**src/rtl/enum_type.sv**
```systemverilog
// Shared engine state/command encoding used by the tetris engine and its input controller.
package enum_type;

    typedef enum logic [3:0] {
        NONE       = 4'd0,
        INIT       = 4'd1,
        WAIT       = 4'd2,
        GEN        = 4'd3,
        CHECK      = 4'd4,
        CLEAR      = 4'd5,
        END        = 4'd6,
        LEFT       = 4'd7,
        RIGHT      = 4'd8,
        DOWN       = 4'd9,
        DROP       = 4'd10,
        ROTATE     = 4'd11,
        ROTATE_REV = 4'd12,
        HOLD       = 4'd13,
        BAR        = 4'd14
    } state_type;

    // INIT and END are the "no game running" states where buttons only restart the engine.
    function automatic logic is_idle_state(input state_type s);
        return (s == INIT) || (s == END);
    endfunction

endpackage

```
**src/rtl/das_repeat.sv**
```systemverilog
// Rising-edge detect plus delayed auto-repeat for one held button; pend_set pulses on the edge and each repeat.
module das_repeat #(
    parameter int DAS_DELAY = 17_000_000,
    parameter int DAS_RATE  = 5_000_000,
    parameter int CW        = 26
) (
    input  logic clk,
    input  logic reset_n,
    input  logic btn,
    input  logic clear,
    output logic pend_set
);

    localparam logic [CW-1:0] FIRE_AT = CW'(DAS_DELAY - 1);
    localparam logic [CW-1:0] RELOAD  = CW'(DAS_DELAY - DAS_RATE);

    logic          btn_q;
    logic [CW-1:0] cnt;
    logic          rise;
    logic          fire;

    // cnt==0 means idle; the edge cycle counts as 1, so the first repeat lands DAS_DELAY-1 edges later
    assign rise     = btn & ~btn_q;
    assign fire     = btn & ~clear & (cnt == FIRE_AT);
    assign pend_set = rise | fire;

    always_ff @(posedge clk or negedge reset_n) begin
        if (!reset_n) begin
            btn_q <= 1'b0;
            cnt   <= '0;
        end else begin
            btn_q <= btn;
            if (clear || !btn) begin
                cnt <= '0;
            end else if (rise) begin
                cnt <= CW'(1);
            end else if (fire) begin
                cnt <= RELOAD;
            end else if (cnt != '0) begin
                cnt <= cnt + 1'b1;
            end
        end
    end

endmodule

```
**src/rtl/tetris_input_ctrl.sv**
```systemverilog
// Turns buttons, gravity and garbage-bar requests into a one-command-in-flight ctrl stream for the engine.
module tetris_input_ctrl
    import enum_type::*;
#(
    parameter int GRAV_BASE = 50_000_000,
    parameter int GRAV_STEP = 4_000_000,
    parameter int GRAV_MIN  = 5_000_000,
    parameter int DAS_DELAY = 17_000_000,
    parameter int DAS_RATE  = 5_000_000,
    parameter int CW        = 26
) (
    input  logic       clk,
    input  logic       reset_n,
    input  logic       btn_left,
    input  logic       btn_right,
    input  logic       btn_down,
    input  logic       btn_drop,
    input  logic       btn_rot,
    input  logic       btn_rot_rev,
    input  logic       btn_hold,
    input  logic       bar_req,
    input  logic [9:0] bar_mask_in,
    input  logic [3:0] level,
    input  state_type  state,
    output state_type  ctrl,
    output logic [9:0] bar_mask,
    output logic       bar_drop
);

    localparam int GW = CW + 4;
    localparam logic [GW-1:0] STEP_W = GW'(GRAV_STEP);
    localparam logic [GW-1:0] BASE_W = GW'(GRAV_BASE);
    localparam logic [GW-1:0] SPAN_W = GW'(GRAV_BASE - GRAV_MIN);

    logic          halted;
    logic          set_left, set_right, set_down;
    logic [3:0]    btn_q;
    logic          rise_hold, rise_drop, rise_rot, rise_rot_rev, any_rise;
    logic          pend_hold, pend_drop, pend_rot, pend_rot_rev;
    logic          pend_left, pend_right, pend_down, grav_pend;
    logic          busy, issue, restart;
    state_type     state_q, sel, taken;
    logic [GW-1:0] grav_dec;
    logic [CW-1:0] grav_period, grav_cnt;
    logic          grav_fire;
    logic          bar_valid;
    logic [9:0]    bar_buf;

    assign halted = is_idle_state(state);

    das_repeat #(.DAS_DELAY(DAS_DELAY), .DAS_RATE(DAS_RATE), .CW(CW)) u_das_left (
        .clk(clk), .reset_n(reset_n), .btn(btn_left), .clear(halted), .pend_set(set_left)
    );
    das_repeat #(.DAS_DELAY(DAS_DELAY), .DAS_RATE(DAS_RATE), .CW(CW)) u_das_right (
        .clk(clk), .reset_n(reset_n), .btn(btn_right), .clear(halted), .pend_set(set_right)
    );
    das_repeat #(.DAS_DELAY(DAS_DELAY), .DAS_RATE(DAS_RATE), .CW(CW)) u_das_down (
        .clk(clk), .reset_n(reset_n), .btn(btn_down), .clear(halted), .pend_set(set_down)
    );

    assign rise_hold    = btn_hold    & ~btn_q[3];
    assign rise_drop    = btn_drop    & ~btn_q[2];
    assign rise_rot     = btn_rot     & ~btn_q[1];
    assign rise_rot_rev = btn_rot_rev & ~btn_q[0];
    // While halted the repeat units are cleared, so their outputs here are pure rising edges
    assign any_rise = rise_hold | rise_drop | rise_rot | rise_rot_rev
                    | set_left | set_right | set_down;

    // Saturate before subtracting so high levels cannot wrap the period
    assign grav_dec    = GW'(level) * STEP_W;
    assign grav_period = (grav_dec >= SPAN_W) ? CW'(GRAV_MIN) : CW'(BASE_W - grav_dec);
    assign grav_fire   = !halted && (state != GEN) && (grav_cnt >= grav_period - 1'b1);

    always_comb begin
        sel = NONE;
        if (pend_hold)                   sel = HOLD;
        else if (pend_drop)              sel = DROP;
        else if (pend_rot)               sel = ROTATE;
        else if (pend_rot_rev)           sel = ROTATE_REV;
        else if (pend_left)              sel = LEFT;
        else if (pend_right)             sel = RIGHT;
        else if (pend_down || grav_pend) sel = DOWN;
        else if (bar_valid)              sel = BAR;
    end

    assign issue   = (state == WAIT) && !busy && (sel != NONE);
    assign restart = halted && !busy && any_rise;

    always_comb begin
        taken = NONE;
        if (issue) taken = sel;
    end

    // A set arriving on the same edge as the issue-clear keeps the flag, so the command goes out again later
    always_ff @(posedge clk or negedge reset_n) begin
        if (!reset_n) begin
            btn_q        <= '0;
            pend_hold    <= 1'b0;
            pend_drop    <= 1'b0;
            pend_rot     <= 1'b0;
            pend_rot_rev <= 1'b0;
            pend_left    <= 1'b0;
            pend_right   <= 1'b0;
            pend_down    <= 1'b0;
            grav_pend    <= 1'b0;
        end else begin
            btn_q <= {btn_hold, btn_drop, btn_rot, btn_rot_rev};
            if (halted) begin
                pend_hold    <= 1'b0;
                pend_drop    <= 1'b0;
                pend_rot     <= 1'b0;
                pend_rot_rev <= 1'b0;
                pend_left    <= 1'b0;
                pend_right   <= 1'b0;
                pend_down    <= 1'b0;
                grav_pend    <= 1'b0;
            end else begin
                pend_hold    <= rise_hold    | (pend_hold    & (taken != HOLD));
                pend_drop    <= rise_drop    | (pend_drop    & (taken != DROP));
                pend_rot     <= rise_rot     | (pend_rot     & (taken != ROTATE));
                pend_rot_rev <= rise_rot_rev | (pend_rot_rev & (taken != ROTATE_REV));
                pend_left    <= set_left     | (pend_left    & (taken != LEFT));
                pend_right   <= set_right    | (pend_right   & (taken != RIGHT));
                pend_down    <= set_down     | (pend_down    & (taken != DOWN));
                grav_pend    <= grav_fire    | (grav_pend    & (taken != DOWN) & (state != GEN));
            end
        end
    end

    always_ff @(posedge clk or negedge reset_n) begin
        if (!reset_n) begin
            grav_cnt <= '0;
        end else if (!halted) begin
            if (state == GEN || grav_fire) grav_cnt <= '0;
            else                           grav_cnt <= grav_cnt + 1'b1;
        end
    end

    // busy is released once the engine visibly reacts: leaving WAIT, or any state change while halted
    always_ff @(posedge clk or negedge reset_n) begin
        if (!reset_n) begin
            ctrl    <= NONE;
            busy    <= 1'b0;
            state_q <= NONE;
        end else begin
            state_q <= state;
            ctrl    <= restart ? DOWN : taken;
            if (issue || restart) begin
                busy <= 1'b1;
            end else if (halted ? (state != state_q)
                                : (state != WAIT || state_q != WAIT)) begin
                busy <= 1'b0;
            end
        end
    end

    always_ff @(posedge clk or negedge reset_n) begin
        if (!reset_n) begin
            bar_valid <= 1'b0;
            bar_buf   <= '0;
            bar_mask  <= '0;
            bar_drop  <= 1'b0;
        end else begin
            bar_drop <= bar_req & bar_valid;
            if (bar_req && bar_mask_in != '0 && !bar_valid) begin
                bar_valid <= 1'b1;
                bar_buf   <= bar_mask_in;
            end else if (taken == BAR) begin
                bar_valid <= 1'b0;
            end
            if (taken == BAR)                      bar_mask <= bar_buf;
            else if (state != WAIT && state != BAR) bar_mask <= '0;
        end
    end

endmodule

```
**config.mk**
```make
export PLATFORM = sky130hd
export DESIGN_NAME = tetris_input_ctrl
export DESIGN_NICKNAME = d
export VERILOG_FILES = /design/src/rtl/enum_type.sv /design/src/rtl/das_repeat.sv /design/src/rtl/tetris_input_ctrl.sv
export SDC_FILE = /design/constraint.sdc
export NUM_CORES = 1
export LEC_CHECK = 0
export BUFFER_PORTS_ARGS = -buffer_cell sky130_fd_sc_hd__buf_2
export CAP_MARGIN = 20
export CORE_ASPECT_RATIO = 1.1
export CORE_MARGIN = 5
export CORE_UTILIZATION = 45
export CTS_BUF_LIST = sky130_fd_sc_hd__clkbuf_4 sky130_fd_sc_hd__clkbuf_8 sky130_fd_sc_hd__clkbuf_16
export CTS_CLUSTER_DIAMETER = 40
export CTS_CLUSTER_SIZE = 28
export DETAILED_ROUTE_END_ITERATION = 7
export GPL_ROUTABILITY_DRIVEN = 0
export GPL_TIMING_DRIVEN = 0
export RECOVER_POWER = 50
export SKIP_LAST_GASP = 1
export SYNTH_ARGS = -nofsm -noshare
export SYNTH_HDL_FRONTEND = slang
export SYNTH_HIERARCHICAL = 1
export SYNTH_SLANG_ARGS = --single-unit
```
**constraint.sdc**
```tcl
create_clock -name clk -period 2.8 [get_ports clk]
set_clock_uncertainty 0.2 [all_clocks]
set_input_delay 0.7 -clock clk [delete_from_list [all_inputs] [get_ports clk]]
set_output_delay 0.7 -clock clk [all_outputs]
set_load 0.02 [all_outputs]
```
==> results of run 1 <==
## stage by stage
stage / instances / instance area, µm²
final: 1360 / 11100
after global routing: 1360 / 11100
after CTS: 1355 / 11000
after detailed placement: 1300 / 10000
after global placement: 1299 / 9990
after floorplan: 1001 / 9460
## how the worst min path moves through the flow
stage,start,endpoint,slack [ps]
6_report,btn_rot_rev,btn_q[0],200
3_3_place_gp,bar_buf[4],bar_buf[4],290
2_1_floorplan,reset_n,bar_buf[0],200
5_1_grt,btn_rot_rev,btn_q[0],210
3_5_place_dp,bar_buf[0],bar_buf[0],300
4_1_cts,reset_n,u_das_right/cnt[7],8
## cell families (layout without fill, tap and decap cells)
logic type | after synthesis | count (layout) | share of synthesized area, %
buffers and inverters | 99 | 202 | 5.16
and+or+nand+nor | 418 | 418 | 24.8
xor gates and xnor gates | 71 | 71 | 6.71
DFF | 150 | 150 | 40.5
AOI/OAI and AO/OA | 187 | 187 | 12.6
muxes | 23 | 23 | 2.73
adders and majority gates | 53 | 53 | 7.56
## power groups by stage
| stage | Sequential (mW) | Clock (mW) | Combinational [mW] |
|---|---|---|---|
| floorplan | 2.41 | 0 | 0.798 |
| detailed placement | 2.43 | 0 | 1.07 |
| CTS | 2.39 | 2.40 | 1.21 |
| finish | 2.39 | 2.33 | 1.31 |
| global route | 2.41 | 2.48 | 1.47 |
| global placement | 2.43 | 0 | 1.05 |
## per-layer routing
metal	share of wire (%)	wire, µm
met1	46	10100
met2	50	10900
met3	2.5	541
met4	1.3	280
met5	0	0
## final cells by class
cell class | count | area share [%]
tap | 256 | 2.88
timing repair buffer | 75 | 4.74
clock buffer | 20 | 4.14
buffer | 39 | 2.48
sequential | 150 | 33.8
multi-input combinational | 752 | 48.6
inverter | 56 | 2.09
clock inverter | 12 | 1.30
## worst max-delay path, cell delays in order
cell	delay [ps]
buf_12	100
fa_1	570
inv_1	60
fa_1	490
inv_2	40
ha_4	310
a21oi_4	80
a21boi_4	180
a2111oi_2	60
a311oi_2	270
a21o_1	190
buf_6	130
inv_8	40
a21o_1	150
ha_1	290
nand4_1	150
buf_4	170
buf_4	130
nor2_1	100
nand2_1	110
a41oi_4	250
or2_1	150
buf_6	150
clkbuf_16	150
nor2_1	40
## repair_timing
item	CTS	global route
pin swaps	22	18
buffers inserted	24	7
gates resized for setup	40	28
setup endpoints to repair	93	75
hold buffers	0	0
gates cloned	0	1
## registers in the layout, indices dropped and copies added, names as in the netlist, 4 cells and up
| register | cells |
|---|---|
| ctrl | 4 |
| grav_cnt | 26 |
| bar_mask | 10 |
| u_das_left/cnt | 26 |
| state_q | 4 |
| bar_buf | 10 |
| u_das_down/cnt | 26 |
| btn_q | 4 |
| u_das_right/cnt | 26 |
## layout by cell type (no fill, tap or decap), types with 10 or more instances in the layout
cell       instances
xnor2_1           35
xor2_1            32
buf_2             34
nand3_1           31
a21oi_1           60
nor4_1            31
o31ai_1           16
mux2i_1           14
and4_1            10
o21ai_0           49
or4_1             20
inv_1             50
nor2_1            67
clkbuf_16         18
or3_1             27
nand2b_1          14
nand4_1           46
a31oi_1           13
nor2_2            14
nand2_1           81
nor3_1            16
dfrtp_1          150
buf_4             33
buf_6             12
clkbuf_1          21
ha_1              45
==> impl_metrics.yaml, run 1 <==
run_status:
  status: "finished with violations"
  violations: "max-capacitance violations, max-slew violations, negative setup slack"
clock_tree:
  cts_max_level: 4
  clk_latency_ps: 430
  cts_buffers: 17
  cts_root_buffer: "clkbuf_16"
  clk_pin_slew_ps: 60
  clock_path_buffers: 2
  cts_tree: "yes"
  numClockSinks: 150
critical_path:
  worstSetupPathType: "primary input to register"
  reg2reg_setup_slack_ps: 250
  worstSetupEndpointType: "register"
  cp-endpoint: "grav_cnt[20]"
  r2r-start: "u_das_right/cnt[0]"
  worstReg2RegEnd: "u_das_right/cnt[24]"
  crit_path_max_fanout: 5
  rr_worst_depth: 6
  worstSetupStartpointType: "primary input"
  crit_arrival_ps: 5030
  critPathLaunch: "level[2]"
  worstPathRequired_ps: 2910
timing:
  finalWorstSetupSlack_ps: -2130
  fin_crit_ps: 4930
  rsz0062_at_grt: "true"
  worst_pin_slew_ps: 1570
  setup_violations: 27
  drv_slew: 63
  max_slew_margin_pct: -4.92
  hold_slack_ps: 203
  setup_tns_ps: -56260
  min_period_over_period_pct: 176
  hold_viol: 0
  max_freq_mhz: 203
yosys:
  synth_area_leader_cell: "dfrtp_1"
  synthFlopType: "dfrtp_1"
  syn_avg_cell_area_um2: 9.26
  synth_cell_types: 70
  syn_area_um2: 9270
  synthTopCellsByArea: "dfrtp_1 40%, ha_1 6.5%, xnor2_1 3.5%, a21oi_1 3.4%, nand2_1 3.4%"
  syn_nets: 1082
  syn_inst: 1001
  yosysTopAreaCellShare_pct: 40.5
  ys_ff_latch: 150
  synth-edff-count: 0
  synth_warnings: 6
  yosysMostFrequentCell: "dfrtp_1"
  synthTopCellsByCount: "150 x dfrtp_1, 84 x nand2_1, 84 x nor2_1"
  yosysSeqAreaShare_pct: 40.5
  async_flop_share_pct: 100
cells_and_area:
  multi_input_area_um2: 5400
  num_antenna_cells: 0
  area_growth_syn_to_layout_pct: 19.9
  seq_area_um2: 3750
  drive_gt1_share_pct: 19.1
  fillers: 1871
  fin_nets: 1172
  final_core_util_pct: 54.4
power_and_ir_drop:
  pwr-share-seq_pct: 39.6
  p_int_mw: 4.27
  ir_worst_vdd_mv: 0.475
  clkPwrFrac_pct: 38.6
  power_frac_comb_pct: 21.7
  power.total_mw: 6.03
  power_density_nw_per_um2: 543
  switchingPower_mw: 1.76
  netSwitchingFraction_pct: 29.2
  power_leakage_nw: 4.56
die:
  dieHeight_um: 161
  die-area_um2: 23600
  core_area_um2: 20400
  initial_utilization_pct: 45.4
  row_count: 55
  die_w_um: 147
  io_pins: 43
placed_design:
  dpl_worst_slack_ps: -2900
  hpwl_um: 15200
  port_buffers: 42
global_routing:
  grt_pass1_vias: 7634
  grt_pass1_wl_um: 37400
  grt_usage_pct: 18.9
  met2_usage_pct: 31.8
  grt_use_met3_pct: 3.13
  antenna_found_initial: 0
  grt-busiest-layer: "met2"
  met1_usage_pct: 24.9
  grt_max_degree: 90
  grt_overflow_total: 0
drt:
  first_iter_violations: 394
  num_vias: 7709
  drc: 0
  first_pass_iters: 5
  viasPerCell: 5.67
  antenna_left: 0
  wl_per_cell_um: 16.1
  drt-total-wl_um: 21800
min_path:
  whs_path_depth: 1
  hold_path.class: "primary input to register"
run:
  maxCapViolCount: 1
No activity file was read; power rests on OpenSTA's default activity.
==> run 2: changes to the inputs <==
clock period = 4.9 ns   (was 2.8 ns; I/O delays follow)
==> run 2 against run 1 <==
  * The run still ends with max-capacitance violations, max-slew violations, negative setup slack left
  * Non-clock buffer count fell by 8
  * Global-route usage increased by 0.50 points
  * Register-to-register slack better by 1600 ps
  * Clock power decreased by 41%
  * Combinational power down 45%
  * Flip-flop and latch count is the same
  * Count of clock-buffer cells in the layout grew 1
  * Sequential power is 43% lower
  * Largest cell class unchanged
  * Largest power group is now the clock network
  * Highest routed layer unchanged
==> impl_metrics.yaml, run 2 (synthesis results as in run 1) <==
placed_design:
  dpl_worst_slack_ps: -1490
  hpwl_um: 15300
  port_buffers: 42
global_routing:
  antenna_found_initial: 0
  grt_overflow_total: 0
  grt_usage_pct: 19.4
  grt_pass1_vias: 7593
  grt_pass1_wl_um: 38300
  grt_max_degree: 80
timing:
  worst_pin_slew_ps: 1940
  max_freq_mhz: 182
  setup_violations: 27
  min_period_over_period_pct: 112
  max_slew_margin_pct: -29.2
  drv_slew: 153
  fin_crit_ps: 5490
  finalWorstSetupSlack_ps: -591
  hold_viol: 0
  rsz0062_at_grt: "true"
power_and_ir_drop:
  ir_worst_vdd_mv: 0.246
  power_density_nw_per_um2: 319
  clkPwrFrac_pct: 39.7
  power_leakage_nw: 4.50
  pwr-share-seq_pct: 39.4
  power_frac_comb_pct: 20.9
  power.total_mw: 3.47
  p_int_mw: 2.51
  switchingPower_uw: 961
  netSwitchingFraction_pct: 27.7
critical_path:
  path_buf_inv: 7
  worstSetupEndpointType: "register"
  worstPathRequired_ps: 5000
  max_stage_delay_ps: 560
  cp_slowest_cell: "fa_1"
  crit_chain: "buf_12 -> fa_1 -> inv_1 -> fa_1 -> inv_2 -> ha_4 -> nand2b_4 -> a21oi_2 -> a311o_1 -> xnor2_2 -> a21o_1 -> buf_6 -> buf_4 -> nand2_1 -> ha_1 -> nand2_1 -> nor4_4 -> nand3_2 -> a41oi_4 -> or2_1 -> buf_6 -> buf_8 -> nor2_1"
  worstSetupStartpointType: "primary input"
  crit_arrival_ps: 5590
  worstSetupPathType: "primary input to register"
  critPathTopFamily: "adder cells"
  crit_path_max_fanout: 10
drt:
  first_pass_iters: 5
  highest_layer: "met4"
  dr_wl_met3_um: 576
  antenna_left: 0
  drc: 0
  wl_per_cell_um: 16.2
  first_iter_violations: 484
  viasPerCell: 5.65
  num_vias: 7631
  drt-met1-wl_um: 10400
  drt-total-wl_um: 21800
  dr_wl_met2_um: 10600
die:
  initial_utilization_pct: 45.4
  io_pins: 43
  die_w_um: 147
  die-area_um2: 23600
  row_count: 55
  dieHeight_um: 161
  core_area_um2: 20400
run_status:
  violations: "max-capacitance violations, max-slew violations, negative setup slack"
  status: "finished with violations"
cells_and_area:
  layout_commonest_cell: "dfrtp_1"
  fin_nets: 1164
  seq_area_um2: 3750
  layout_common_cells: "150 x dfrtp_1, 82 x nand2_1, 77 x nor2_1"
  final_core_util_pct: 53.2
  fillers: 1927
  num_antenna_cells: 0
  area_growth_syn_to_layout_pct: 17.4
  drive_gt1_share_pct: 16.3
  multi_input_area_um2: 5290
run:
  maxCapViolCount: 2
clock_tree:
  clk_pin_slew_ps: 60
  cts_root_buffer: "clkbuf_16"
  clk_latency_ps: 420
  cts_max_level: 4
  clock_path_buffers: 2
  cts_buffers: 17
  cts_tree: "yes"
  numClockSinks: 150
min_path:
  hold_path.class: "register to register"
run 2: changes by cell type in the layout (fill, tap and decap cells not counted), moves of 3 or more:
cell / before / now
nor2_1: 67 / 77
nor2_2: 14 / 4
buf_4: 33 / 24
clkbuf_1: 21 / 27
clkinv_2: 0 / 5
clkinvlp_4: 5 / 1
or2_2: 3 / 7
or2_4: 4 / 0
nand2_4: 3 / 0
nor4b_1: 5 / 8
run 2: metrics by stage:
stage | hold WS, ps | instance area (µm²) | TNS, ps | cells
5_1_grt | 320 | 10900 | -25000 | 1351
2_1_floorplan | 281 | 9360 | -12460 | 1001
4_1_cts | 309 | 10900 | -11880 | 1350
6_report | 304 | 10900 | -13910 | 1351
3_5_place_dp | 296 | 9920 | -36560 | 1300
3_3_place_gp | 290 | 9890 | -34050 | 1299
run 2: metal layers:
| layer | global-route usage, % | up-vias |
|---|---|---|
| li1 | - | 3816 |
| met1 | 26.9 | 3676 |
| met2 | 31.5 | 112 |
| met3 | 2.91 | 27 |
| met4 | 5.77 | 0 |
| met5 | 0 | - |
run 2: worst paths after layout:
path                                          start                  to  slack [ps]  depth (start not counted)
worst min-delay path                     bar_buf[5]          bar_buf[5]         300                          1
worst min register to register           bar_buf[5]          bar_buf[5]         300                          1
max in group asynchronous                   reset_n  u_das_left/cnt[22]         720                          2
worst max-delay path                       level[2]        grav_cnt[17]        -590                         23
worst max register to register  u_das_right/cnt[20]                busy        1830                          9
min in group asynchronous                   reset_n  u_das_right/cnt[9]        1150                          1
run 2: layout make-up:
class / count / area share [%]
buffer: 43 / 2.55
inverter: 56 / 2.07
clock inverter: 10 / 1.40
tap: 256 / 2.94
sequential: 150 / 34.5
multi-input combinational: 752 / 48.6
timing repair buffer: 63 / 3.65
clock buffer: 21 / 4.30
run 2: timing repair:
item | in CTS | in global routing
gates cloned | 0 | 0
hold buffers | 0 | 0
setup endpoints to repair | 27 | 30
resized for setup | 40 | 10
endpoints found under the hold margin | 0 | 0
pin swaps | 15 | 5
setup buffers | 19 | 2
run 2: power by group through the flow:
| stage | Combinational (mW) | Sequential, mW | Clock, mW |
|---|---|---|---|
| after floorplan | 0.452 | 1.38 | 0 |
| after global placement | 0.592 | 1.39 | 0 |
| after detailed placement | 0.610 | 1.39 | 0 |
| after CTS | 0.713 | 1.37 | 1.42 |
| after global routing | 0.816 | 1.38 | 1.47 |
| final | 0.724 | 1.37 | 1.38 |
